### src/rtl/instr_encoder_pkg.sv
// instr_encoder_pkg: shared field widths, opcode/funct encodings and the
// legality rule for the instruction encoder.
//   OPCODE_WIDTH / FUNCT_WIDTH / SHAMT_WIDTH : instruction field widths
//   PC_STEP                                  : byte distance between issued PCs
//   OP_* / FN_*                              : supported MIPS subset encodings
//   is_legal()                               : opcode/funct acceptance check
package instr_encoder_pkg;

  localparam int OPCODE_WIDTH = 6;
  localparam int FUNCT_WIDTH  = 6;
  localparam int SHAMT_WIDTH  = 5;
  localparam int PC_STEP      = 4;

  localparam logic [OPCODE_WIDTH-1:0] OP_RTYPE  = 6'h00;
  localparam logic [OPCODE_WIDTH-1:0] OP_BRANCH = 6'h04;
  localparam logic [OPCODE_WIDTH-1:0] OP_ADDI   = 6'h08;
  localparam logic [OPCODE_WIDTH-1:0] OP_ADDIU  = 6'h09;
  localparam logic [OPCODE_WIDTH-1:0] OP_SLTI   = 6'h0A;
  localparam logic [OPCODE_WIDTH-1:0] OP_SLTIU  = 6'h0B;
  localparam logic [OPCODE_WIDTH-1:0] OP_ANDI   = 6'h0C;
  localparam logic [OPCODE_WIDTH-1:0] OP_ORI    = 6'h0D;
  localparam logic [OPCODE_WIDTH-1:0] OP_XORI   = 6'h0E;
  localparam logic [OPCODE_WIDTH-1:0] OP_LOAD   = 6'h23;
  localparam logic [OPCODE_WIDTH-1:0] OP_STORE  = 6'h2B;

  localparam logic [FUNCT_WIDTH-1:0] FN_ADD = 6'h20;
  localparam logic [FUNCT_WIDTH-1:0] FN_SUB = 6'h22;
  localparam logic [FUNCT_WIDTH-1:0] FN_AND = 6'h24;
  localparam logic [FUNCT_WIDTH-1:0] FN_OR  = 6'h25;
  localparam logic [FUNCT_WIDTH-1:0] FN_XOR = 6'h26;

  // funct only matters for R-type; immediate forms ignore it entirely.
  function automatic logic is_legal(input logic [OPCODE_WIDTH-1:0] opcode,
                                    input logic [FUNCT_WIDTH-1:0]  funct);
    logic ok;
    ok = 1'b0;
    case (opcode)
      OP_RTYPE: begin
        case (funct)
          FN_ADD, FN_SUB, FN_AND, FN_OR, FN_XOR: ok = 1'b1;
          default:                               ok = 1'b0;
        endcase
      end
      OP_LOAD, OP_STORE, OP_BRANCH, OP_ADDI, OP_ADDIU, OP_SLTI,
      OP_SLTIU, OP_ANDI, OP_ORI, OP_XORI:        ok = 1'b1;
      default:                                   ok = 1'b0;
    endcase
    return ok;
  endfunction

endpackage

### src/rtl/instr_encoder_fifo.sv
// enc_fifo: synchronous DEPTH x WIDTH FIFO buffering packed instruction words.
//   clk, rst         : clock, synchronous active-high reset (empties FIFO)
//   push, wr_data    : write request and data (ignored when full)
//   pop, rd_data     : read request (ignored when empty); rd_data shows head
//   full, empty      : occupancy flags
//   count            : occupancy, 0..DEPTH
module enc_fifo #(
  parameter int WIDTH = 32,
  parameter int DEPTH = 4
) (
  input  logic                     clk,
  input  logic                     rst,
  input  logic                     push,
  input  logic [WIDTH-1:0]         wr_data,
  input  logic                     pop,
  output logic [WIDTH-1:0]         rd_data,
  output logic                     full,
  output logic                     empty,
  output logic [$clog2(DEPTH):0]   count
);

  localparam int PW = $clog2(DEPTH);
  localparam logic [PW-1:0] PTR_ONE  = PW'(1);
  localparam logic [PW:0]   CNT_ONE  = (PW+1)'(1);
  localparam logic [PW:0]   CNT_FULL = (PW+1)'(DEPTH);

  logic [WIDTH-1:0] mem_q [DEPTH];
  logic [PW-1:0]    wr_ptr_q, wr_ptr_d;
  logic [PW-1:0]    rd_ptr_q, rd_ptr_d;
  logic [PW:0]      count_q, count_d;
  logic             do_push, do_pop;

  assign full    = (count_q == CNT_FULL);
  assign empty   = (count_q == '0);
  assign count   = count_q;
  assign rd_data = mem_q[rd_ptr_q];
  assign do_push = push && !full;
  assign do_pop  = pop && !empty;

  // DEPTH is a power of two, so pointers wrap by plain overflow.
  always_comb begin
    wr_ptr_d = wr_ptr_q;
    rd_ptr_d = rd_ptr_q;
    count_d  = count_q;
    if (do_push) wr_ptr_d = wr_ptr_q + PTR_ONE;
    if (do_pop)  rd_ptr_d = rd_ptr_q + PTR_ONE;
    case ({do_push, do_pop})
      2'b10:   count_d = count_q + CNT_ONE;
      2'b01:   count_d = count_q - CNT_ONE;
      default: count_d = count_q;
    endcase
  end

  always_ff @(posedge clk) begin
    if (rst) begin
      wr_ptr_q <= '0;
      rd_ptr_q <= '0;
      count_q  <= '0;
    end else begin
      wr_ptr_q <= wr_ptr_d;
      rd_ptr_q <= rd_ptr_d;
      count_q  <= count_d;
    end
  end

  // Storage needs no reset: stale entries are unreachable once pointers clear.
  always_ff @(posedge clk) begin
    if (do_push) mem_q[wr_ptr_q] <= wr_data;
  end

endmodule

### src/rtl/instr_encoder.sv
// instr_encoder: checks instruction field requests against the supported MIPS
// subset, packs legal ones into instruction words, buffers them and issues one
// per cycle with a chip-enable pulse and the word's PC.
//   e_clk, e_rst                   : clock, synchronous active-high reset
//   e_i_valid / e_o_ready          : request handshake
//   e_i_opcode, e_i_funct,
//   e_i_addr_rs/rt/rd, e_i_imm     : instruction fields
//   e_i_stall                      : blocks issue while high
//   e_i_pc_load, e_i_pc_base       : PC counter load
//   e_o_instr, e_o_pc, e_o_ce      : issued word, its PC, one-cycle issue pulse
//   e_o_err, e_o_err_cnt           : illegal-request pulse and saturating count
//   e_o_count                      : FIFO occupancy
//
// Handshake: a request transfers on a rising edge where e_i_valid and
// e_o_ready are both high. e_o_ready is low while the FIFO is full or reset is
// asserted; a pop in the same cycle does not raise it. Illegal requests still
// complete the handshake but are dropped and flagged on e_o_err.
module instr_encoder
  import instr_encoder_pkg::*;
#(
  parameter int AWIDTH    = 5,
  parameter int IWIDTH    = 32,
  parameter int IMM_WIDTH = 16,
  parameter int DEPTH     = 4,
  parameter int PC_WIDTH  = 32
) (
  input  logic                   e_clk,
  input  logic                   e_rst,
  input  logic                   e_i_valid,
  output logic                   e_o_ready,
  input  logic [5:0]             e_i_opcode,
  input  logic [5:0]             e_i_funct,
  input  logic [AWIDTH-1:0]      e_i_addr_rs,
  input  logic [AWIDTH-1:0]      e_i_addr_rt,
  input  logic [AWIDTH-1:0]      e_i_addr_rd,
  input  logic [IMM_WIDTH-1:0]   e_i_imm,
  input  logic                   e_i_stall,
  input  logic                   e_i_pc_load,
  input  logic [PC_WIDTH-1:0]    e_i_pc_base,
  output logic [IWIDTH-1:0]      e_o_instr,
  output logic                   e_o_ce,
  output logic [PC_WIDTH-1:0]    e_o_pc,
  output logic                   e_o_err,
  output logic [7:0]             e_o_err_cnt,
  output logic [$clog2(DEPTH):0] e_o_count
);

  localparam logic [PC_WIDTH-1:0] PC_INC = PC_WIDTH'(PC_STEP);

  logic                  fifo_full, fifo_empty;
  logic [IWIDTH-1:0]     fifo_rd_data;
  logic                  accept, legal, push, pop;
  logic [IWIDTH-1:0]     packed_word;
  logic [PC_WIDTH-1:0]   pc_sel;

  logic [PC_WIDTH-1:0]   pc_q, pc_d;
  logic [PC_WIDTH-1:0]   out_pc_q, out_pc_d;
  logic [IWIDTH-1:0]     instr_q, instr_d;
  logic                  ce_q, ce_d;
  logic                  err_q, err_d;
  logic [7:0]            err_cnt_q, err_cnt_d;

  assign e_o_ready = !fifo_full && !e_rst;
  assign accept    = e_i_valid && e_o_ready;
  assign legal     = is_legal(e_i_opcode, e_i_funct);
  assign push      = accept && legal;
  // No bypass: a word must sit in the FIFO for at least one edge before issue.
  assign pop       = !e_i_stall && !fifo_empty;

  always_comb begin
    packed_word = '0;
    if (e_i_opcode == OP_RTYPE) begin
      packed_word = IWIDTH'({e_i_opcode, e_i_addr_rs, e_i_addr_rt, e_i_addr_rd,
                             {SHAMT_WIDTH{1'b0}}, e_i_funct});
    end else begin
      packed_word = IWIDTH'({e_i_opcode, e_i_addr_rs, e_i_addr_rt, e_i_imm});
    end
  end

  // A PC load wins over the increment and also tags a same-cycle pop.
  always_comb begin
    pc_sel    = e_i_pc_load ? e_i_pc_base : pc_q;
    pc_d      = pc_sel;
    out_pc_d  = out_pc_q;
    instr_d   = instr_q;
    ce_d      = 1'b0;
    if (pop) begin
      instr_d  = fifo_rd_data;
      out_pc_d = pc_sel;
      ce_d     = 1'b1;
      pc_d     = pc_sel + PC_INC;
    end
    err_d     = accept && !legal;
    err_cnt_d = err_cnt_q;
    if (err_d && (err_cnt_q != 8'hFF)) err_cnt_d = err_cnt_q + 8'd1;
  end

  always_ff @(posedge e_clk) begin
    if (e_rst) begin
      pc_q      <= '0;
      out_pc_q  <= '0;
      instr_q   <= '0;
      ce_q      <= 1'b0;
      err_q     <= 1'b0;
      err_cnt_q <= '0;
    end else begin
      pc_q      <= pc_d;
      out_pc_q  <= out_pc_d;
      instr_q   <= instr_d;
      ce_q      <= ce_d;
      err_q     <= err_d;
      err_cnt_q <= err_cnt_d;
    end
  end

  enc_fifo #(
    .WIDTH (IWIDTH),
    .DEPTH (DEPTH)
  ) u_fifo (
    .clk     (e_clk),
    .rst     (e_rst),
    .push    (push),
    .wr_data (packed_word),
    .pop     (pop),
    .rd_data (fifo_rd_data),
    .full    (fifo_full),
    .empty   (fifo_empty),
    .count   (e_o_count)
  );

  assign e_o_instr   = instr_q;
  assign e_o_pc      = out_pc_q;
  assign e_o_ce      = ce_q;
  assign e_o_err     = err_q;
  assign e_o_err_cnt = err_cnt_q;

endmodule

### config.mk
export PLATFORM = sky130hd
export DESIGN_NAME = instr_encoder
export DESIGN_NICKNAME = d
export VERILOG_FILES = /design/src/rtl/instr_encoder_pkg.sv /design/src/rtl/instr_encoder_fifo.sv /design/src/rtl/instr_encoder.sv
export SDC_FILE = /design/constraint.sdc
export NUM_CORES = 1
export LEC_CHECK = 0
export BUFFER_PORTS_ARGS = -buffer_cell sky130_fd_sc_hd__buf_2
export CAP_MARGIN = 10
export CORE_AREA = 4 4 156 158
export CTS_CLUSTER_SIZE = 14
export DETAILED_ROUTE_END_ITERATION = 8
export DIE_AREA = 0 0 160 162
export SKIP_LAST_GASP = 1
export SLEW_MARGIN = 15
export SYNTH_ARGS = -nofsm -noshare
export SYNTH_HDL_FRONTEND = slang
export SYNTH_SLANG_ARGS = --single-unit
### constraint.sdc
create_clock -name e_clk -period 4.1 [get_ports e_clk]
set_input_delay 1.025 -clock e_clk [delete_from_list [all_inputs] [get_ports e_clk]]
set_output_delay 1.025 -clock e_clk [all_outputs]
set_load 0.02 [all_outputs]
==> results of run 1 <==
cells in the mapped netlist (all sizes together) (8+ instances only):
master | number | area share [%]
a211oi | 31 | 2.5
nand2 | 93 | 3.5
nor2 | 68 | 2.6
o21ai | 11 | 0.55
nand3 | 22 | 1.1
inv | 11 | 0.41
nand4 | 10 | 0.75
xnor2 | 8 | 0.70
clkbuf | 32 | 1.2
nor3 | 18 | 0.95
edfxtp | 128 | 39
mux4 | 32 | 7.2
and2 | 13 | 0.81
a21oi | 45 | 2.3
mux2i | 29 | 2.9
dfxtp | 113 | 23
buf | 16 | 0.81
mux2 | 18 | 2.0
worst register-to-register path, stage by stage, from the launching register on:
cell and delay [ns]:
dfxtp_1 0.42, or3b_2 0.49, nand2_1 0.12, a21oi_2 0.06
inv_1 0.12, ha_1 0.19, inv_1 0.06, fa_1 0.37
xor2_1 0.15, or3_1 0.30, a21oi_1 0.14
area by class of cell:
class	instances	area (µm²)	share of cell area, %
Sequential cell	241	6108	50.98
Multi-Input combinational cell	498	3636	30.35
Timing Repair Buffer	172	925.9	7.728
Clock buffer	30	706.9	5.900
Tap cell	290	362.8	3.028
Clock inverter	18	198.9	1.660
Inverter	11	42.54	0.3551
cells by family (layout without fill, tap and decap cells):
logic type / Yosys count / after routing / synth area share (%)
buf+inv: 59 / 231 / 2.432
mux: 79 / 79 / 12.16
flops: 241 / 241 / 61.18
compound gates: 125 / 125 / 8.400
fa+ha+maj: 8 / 8 / 1.078
xor+xnor: 15 / 15 / 1.316
simple gates: 271 / 271 / 13.43
flip-flops by register name, indices dropped and copies added, names as in the netlist:
name             flops
e_o_err              1
u_fifo.rd_ptr_q      2
e_o_err_cnt          8
u_fifo.mem_q       128
e_o_ce               1
e_o_instr           32
e_o_pc              32
u_fifo.count         3
u_fifo.wr_ptr_q      2
pc_q                32
per-layer routing:
metal  routed length, µm  global-route usage (%)  part of all wire (%)  up-vias
li1                    -                       -                     -     3282
met1               10160                   22.85                    45     3242
met2               10630                   28.59                    48      172
met3                1147                   2.994                   5.1       30
met4                 400                   4.458                   1.8        0
met5                   0                       0                     0        -
per-stage QoR:
stage               cell area, µm²  total power (W)
finish                       11980         0.005821
global route                 11980         0.006092
CTS                          11980         0.005902
detailed placement           11080         0.003468
global placement             11080         0.003462
floorplan                     9980         0.003225
power groups by stage:
| stage | Clock (W) | Sequential, W | Combinational, W |
|---|---|---|---|
| 2_1_floorplan | 0 | 0.00284 | 0.000386 |
| 3_3_place_gp | 0 | 0.00278 | 0.000684 |
| 5_1_grt | 0.00260 | 0.00274 | 0.000747 |
| 3_5_place_dp | 0 | 0.00278 | 0.000688 |
| 6_report | 0.00242 | 0.00273 | 0.000677 |
| 4_1_cts | 0.00248 | 0.00273 | 0.000690 |
path summary, 6_finish.rpt:
kind                                       end                    startpoint  slack, ns  depth (start not counted)
hold reg to reg     e_o_instr[18]$_SDFFE_PP0P_    e_o_instr[18]$_SDFFE_PP0P_       0.45                          2
setup / recovery                     e_o_ready                         e_rst       0.95                          4
setup reg to reg  u_fifo.count[2]$_SDFFE_PP0P_  u_fifo.count[2]$_SDFFE_PP0P_       1.61                         10
hold / removal      e_o_instr[18]$_SDFFE_PP0P_    e_o_instr[18]$_SDFFE_PP0P_       0.45                          2
==> qor.yml, run 1 <==
run_status: "completed"
routabilityCongestion: 0.7835
maxSlewHeadroom_pct: 33.62
vdd.ir_drop.worst_v: 0.0002571
timing.final.max_slew_violations: 0
worstPathCellList: "buf_4 > inv_1 > and2_1 > buf_2"
fill_cells: 2082
rsz0062_at_grt: "false"
syn-instance-count: 798
cp-end-kind: "output pin"
cts.hold.buffers_added: 0
first_pass_iters: 4
placedCellCount: 1212
cellLeakagePower_nw: 4.479
dp_hpwl_um: 14190
post-cts-setup-buffers: 0
critPathBufInv: 3
share_of_the_core_filled_with_cells_pct: 51.82
switching_power_w: 0.001419
h-tree-depth: 1
clock_tree.root_cell: "clkbuf_16"
period_minus_slack_ns: 3.152
setup.worst_path.start_class: "input pin"
drtAntennaViolNets: 0
worst_path_dominant_cell_family: "buffers and inverters"
cell_internal_pwr_w: 0.004402
post_layout_cell_count: 1260
clock_latency_ns: 0.52
crit_type: "input pin to output pin"
viasPerCell: 5.338
grt_overflow_total: 0
clock.fmax_mhz: 317.2
slowest_stage: "buf_4"
clock_pin_slew_on_the_worst_setup_and_hold_paths_ns: 0.05
finalNetCount: 1038
pwr-share-comb_pct: 11.6
post_cts_resize_count: 0
syn-cell-area_um2: 9980
first_iter_violations: 388
placeableCoreArea_um2: 23120
finalWorstSetupSlack_ns: 0.9478
syn_nets: 886
syn_avg_cell_area_um2: 12.51
floorplan.initialDensity_pct: 43.16
grt_pass1_vias: 6607
grt_antenna_before_repair: 0
area_growth_pct: 20.06
chipWidth_um: 160
synth_sequential_area_ratio_pct: 61.18
required_ns: 3.07
final_common_cell: "buf_2"
powerDensity_nw_per_um2: 485.8
pre_cts_ws_ns: 0.6204
power.sequential.fraction_pct: 46.8
die_area_um2: 25920
synth_seq_cells: 241
timing.hold.ws_ns: 0.4515
tightestPinTransition_ns: 0.9957
worst_ep_arrival_time_ns: 2.13
drive_gt1_share_pct: 29.48
max_cap_violations: 0
timing.final.crit_share_pct: 76.88
yosysWarnings: 0
post-route-drc-count: 0
placement.io_buffers: 157
groute.usage.overall_pct: 16.94
final.setup_skew_ns: 0.01421
worst_hold_path_type: "register to register"
dr_total_vias: 6726
die_y_um: 162
clock_tree.buffer_depth: 3
drt-total-wl_um: 22340
clockPowerShare_pct: 41.6
rows: 56
layout.cells.most_common_list: "buf_2, edfxtp_1, dfxtp_1, nand2_1, nor2_1"
drt-wirelength-per-cell_um: 17.73
tritoncts_clock_tree: "yes"
setup_violations: 0
power.share.switching_pct: 24.38
cts_num_sinks: 241
cts_inserted_buffers: 26
cp_slowest_stage_delay_ns: 0.39
final-hold-violation-count: 0
maximum_number_of_pins_on_one_net_before_global_route_repair: 95
num_io_pins: 158
grt_pass1_wl_um: 35770
ys_types: 61
largest_fanout_on_the_critical_path: 36
finalSetupTns_ns: 0
postSynth.asyncResetShare_pct: 0
synth_enable_flop_cells: 128
antenna_cells: 0
ys.flop_type: "edfxtp_1"
Note: power is estimated with default switching activity, not from simulation.
==> inputs of run 2 (changes only) <==
--- a/config.mk
+++ b/config.mk
@@ -11,6 +11,7 @@
 export CTS_CLUSTER_SIZE = 14
 export DETAILED_ROUTE_END_ITERATION = 8
 export DIE_AREA = 0 0 160 162
+export PLACE_DENSITY = 0.66
 export SKIP_LAST_GASP = 1
 export SLEW_MARGIN = 15
 export SYNTH_ARGS = -nofsm -noshare
==> constraint.sdc (replaced) <==
create_clock -name e_clk -period 2.57 [get_ports e_clk]
set_input_delay 0.6425 -clock e_clk [delete_from_list [all_inputs] [get_ports e_clk]]
set_output_delay 0.6425 -clock e_clk [all_outputs]
set_load 0.02 [all_outputs]
==> qor.yml, run 2 (same netlist as run 1, synthesis figures left out) <==
largest_fanout_on_the_critical_path: 5
drtAntennaViolNets: 0
crit_type: "register to output pin"
cts.hold.buffers_added: 0
timing.final.crit_share_pct: 94.79
first_iter_violations: 407
hold_path_startpoint: "e_i_addr_rt[4]"
floorplan.initialDensity_pct: 43.16
routabilityCongestion: 0.8006
worstPathCellList: "or3b_2 > and2_1 > buf_2"
tightestPinTransition_ns: 0.6764
grt_overflow_total: 0
area_growth_pct: 24.42
final_common_cell: "buf_2"
required_ns: 1.93
setup_violations: 0
period_minus_slack_ns: 2.436
clock_pin_slew_on_the_worst_setup_and_hold_paths_ns: 0.06
placement.io_buffers: 157
cts_num_sinks: 241
grt_pass1_vias: 6979
viasPerCell: 5.312
clock_tree.root_cell: "clkbuf_16"
worst_ep_arrival_time_ns: 1.79
vdd.ir_drop.worst_v: 0.0006028
slowest_stage: "or3b_2"
post-route-drc-count: 0
maxSlewHeadroom_pct: 54.90
share_of_the_core_filled_with_cells_pct: 53.70
clock_tree.buffer_depth: 3
multi_input_area_um2: 3669
critPathBufInv: 1
dp_hpwl_um: 15550
cp_slowest_stage_delay_ns: 0.51
cellLeakagePower_nw: 4.704
p_total_w: 0.009033
design_area_um2: 12420
drt-wirelength-per-cell_um: 17.65
setup.worst_path.start_class: "register"
registers.top_by_ff_count: "u_fifo.mem_q"
hold_path_end: "u_fifo.mem_q[0][20]$_DFFE_PP_"
rows: 56
largest_register_ffs: 128
cts_inserted_buffers: 26
drt-total-wl_um: 23140
placeableCoreArea_um2: 23120
worstSetupStartpoint: "u_fifo.count[2]$_SDFFE_PP0P_"
tritoncts_clock_tree: "yes"
layout.cells.most_common_list: "buf_2, edfxtp_1, dfxtp_1, nand2_1, nor2_1"
num_io_pins: 158
worstRegToRegCells: 10
antenna_cells: 0
post-cts-setup-buffers: 0
groute.usage.overall_pct: 17.57
clock_latency_ns: 0.54
clock.fmax_mhz: 410.5
regToRegStartpoint: "u_fifo.count[2]$_SDFFE_PP0P_"
drive_gt1_share_pct: 32.71
fill_cells: 2022
h-tree-depth: 1
run_status: "completed"
rsz0062_at_grt: "false"
grt_pass1_wl_um: 37050
powerDensity_nw_per_um2: 727.4
first_pass_iters: 4
r2r_slack_ns: 0.18
finalNetCount: 1089
grt_antenna_before_repair: 1
chipWidth_um: 160
final-hold-violation-count: 0
post_cts_resize_count: 0
worst_path_dominant_cell_family: "simple AND/OR/NAND/NOR gates"
final.setup_skew_ns: 0.01662
maximum_number_of_pins_on_one_net_before_global_route_repair: 95
worst_hold_path_type: "input pin to register"
die_y_um: 162
dr_total_vias: 6964
timing.final.max_slew_violations: 0
postPlaceCellArea_um2: 11600
crit-reg2reg-capture: "u_fifo.count[2]$_SDFFE_PP0P_"
die_area_um2: 25920
cp-end-kind: "output pin"
min_delay_path_depth: 1
register_cell_area_after_layout_um2: 6107
max_cap_violations: 0
[run 2: cell count changes in the layout (fill, tap and decap cells not counted), sizes merged]
| cell | previous run | this run |
|---|---|---|
| clkbuf | 30 | 31 |
| bufinv | 4 | 1 |
| inv | 10 | 13 |
| clkinv | 12 | 13 |
| buf | 172 | 223 |
| clkinvlp | 3 | 1 |
[run 2: area by class of cell]
class	instances	share of cell area, %
Clock buffer	31	5.391
Inverter	11	0.3527
Tap cell	290	2.922
Sequential cell	241	49.18
Timing Repair Buffer	223	11.45
Multi-Input combinational cell	498	29.54
Clock inverter	17	1.159
[run 2: stage by stage]
stage / std cells / TNS [ns] / hold WS [ns] / setup slack [ns]
floorplan: 798 / -0.9613 / 0.4564 / -0.2526
detailed placement: 1263 / -0.4786 / 0.4451 / -0.1963
global route: 1311 / 0 / 0.2930 / 0.04849
finish: 1311 / 0 / 0.3122 / 0.1338
CTS: 1311 / 0 / 0.2857 / 0.1002
global placement: 1263 / -0.2597 / 0.4408 / -0.1626
[run 2: metal layers]
metal / global-route usage [%] / up-vias / wire length, µm
li1: - / 3384 / -
met1: 22.58 / 3357 / 9910
met2: 30.46 / 182 / 11260
met3: 3.527 / 39 / 1346
met4: 4.967 / 2 / 612
met5: 0 / - / 13
[run 2: power by group]
part	internal [W]	switching, W	leakage, nW
registers	0.00422	0.000100	2.07
logic	0.000496	0.000697	2.23
clock network	0.00198	0.00153	0.399
[run 2: worst max path at each step]
| stage | endpoint | depth (start not counted) | slack [ns] |
|---|---|---|---|
| after floorplan | pc_q[22]$_SDFF_PP0_ | 11 | -0.25 |
| after global placement | u_fifo.count[2]$_SDFFE_PP0P_ | 12 | -0.16 |
| after detailed placement | u_fifo.count[2]$_SDFFE_PP0P_ | 12 | -0.20 |
| after CTS | e_o_ready | 3 | 0.10 |
| after global routing | u_fifo.count[2]$_SDFFE_PP0P_ | 10 | 0.05 |
| final | e_o_ready | 3 | 0.13 |
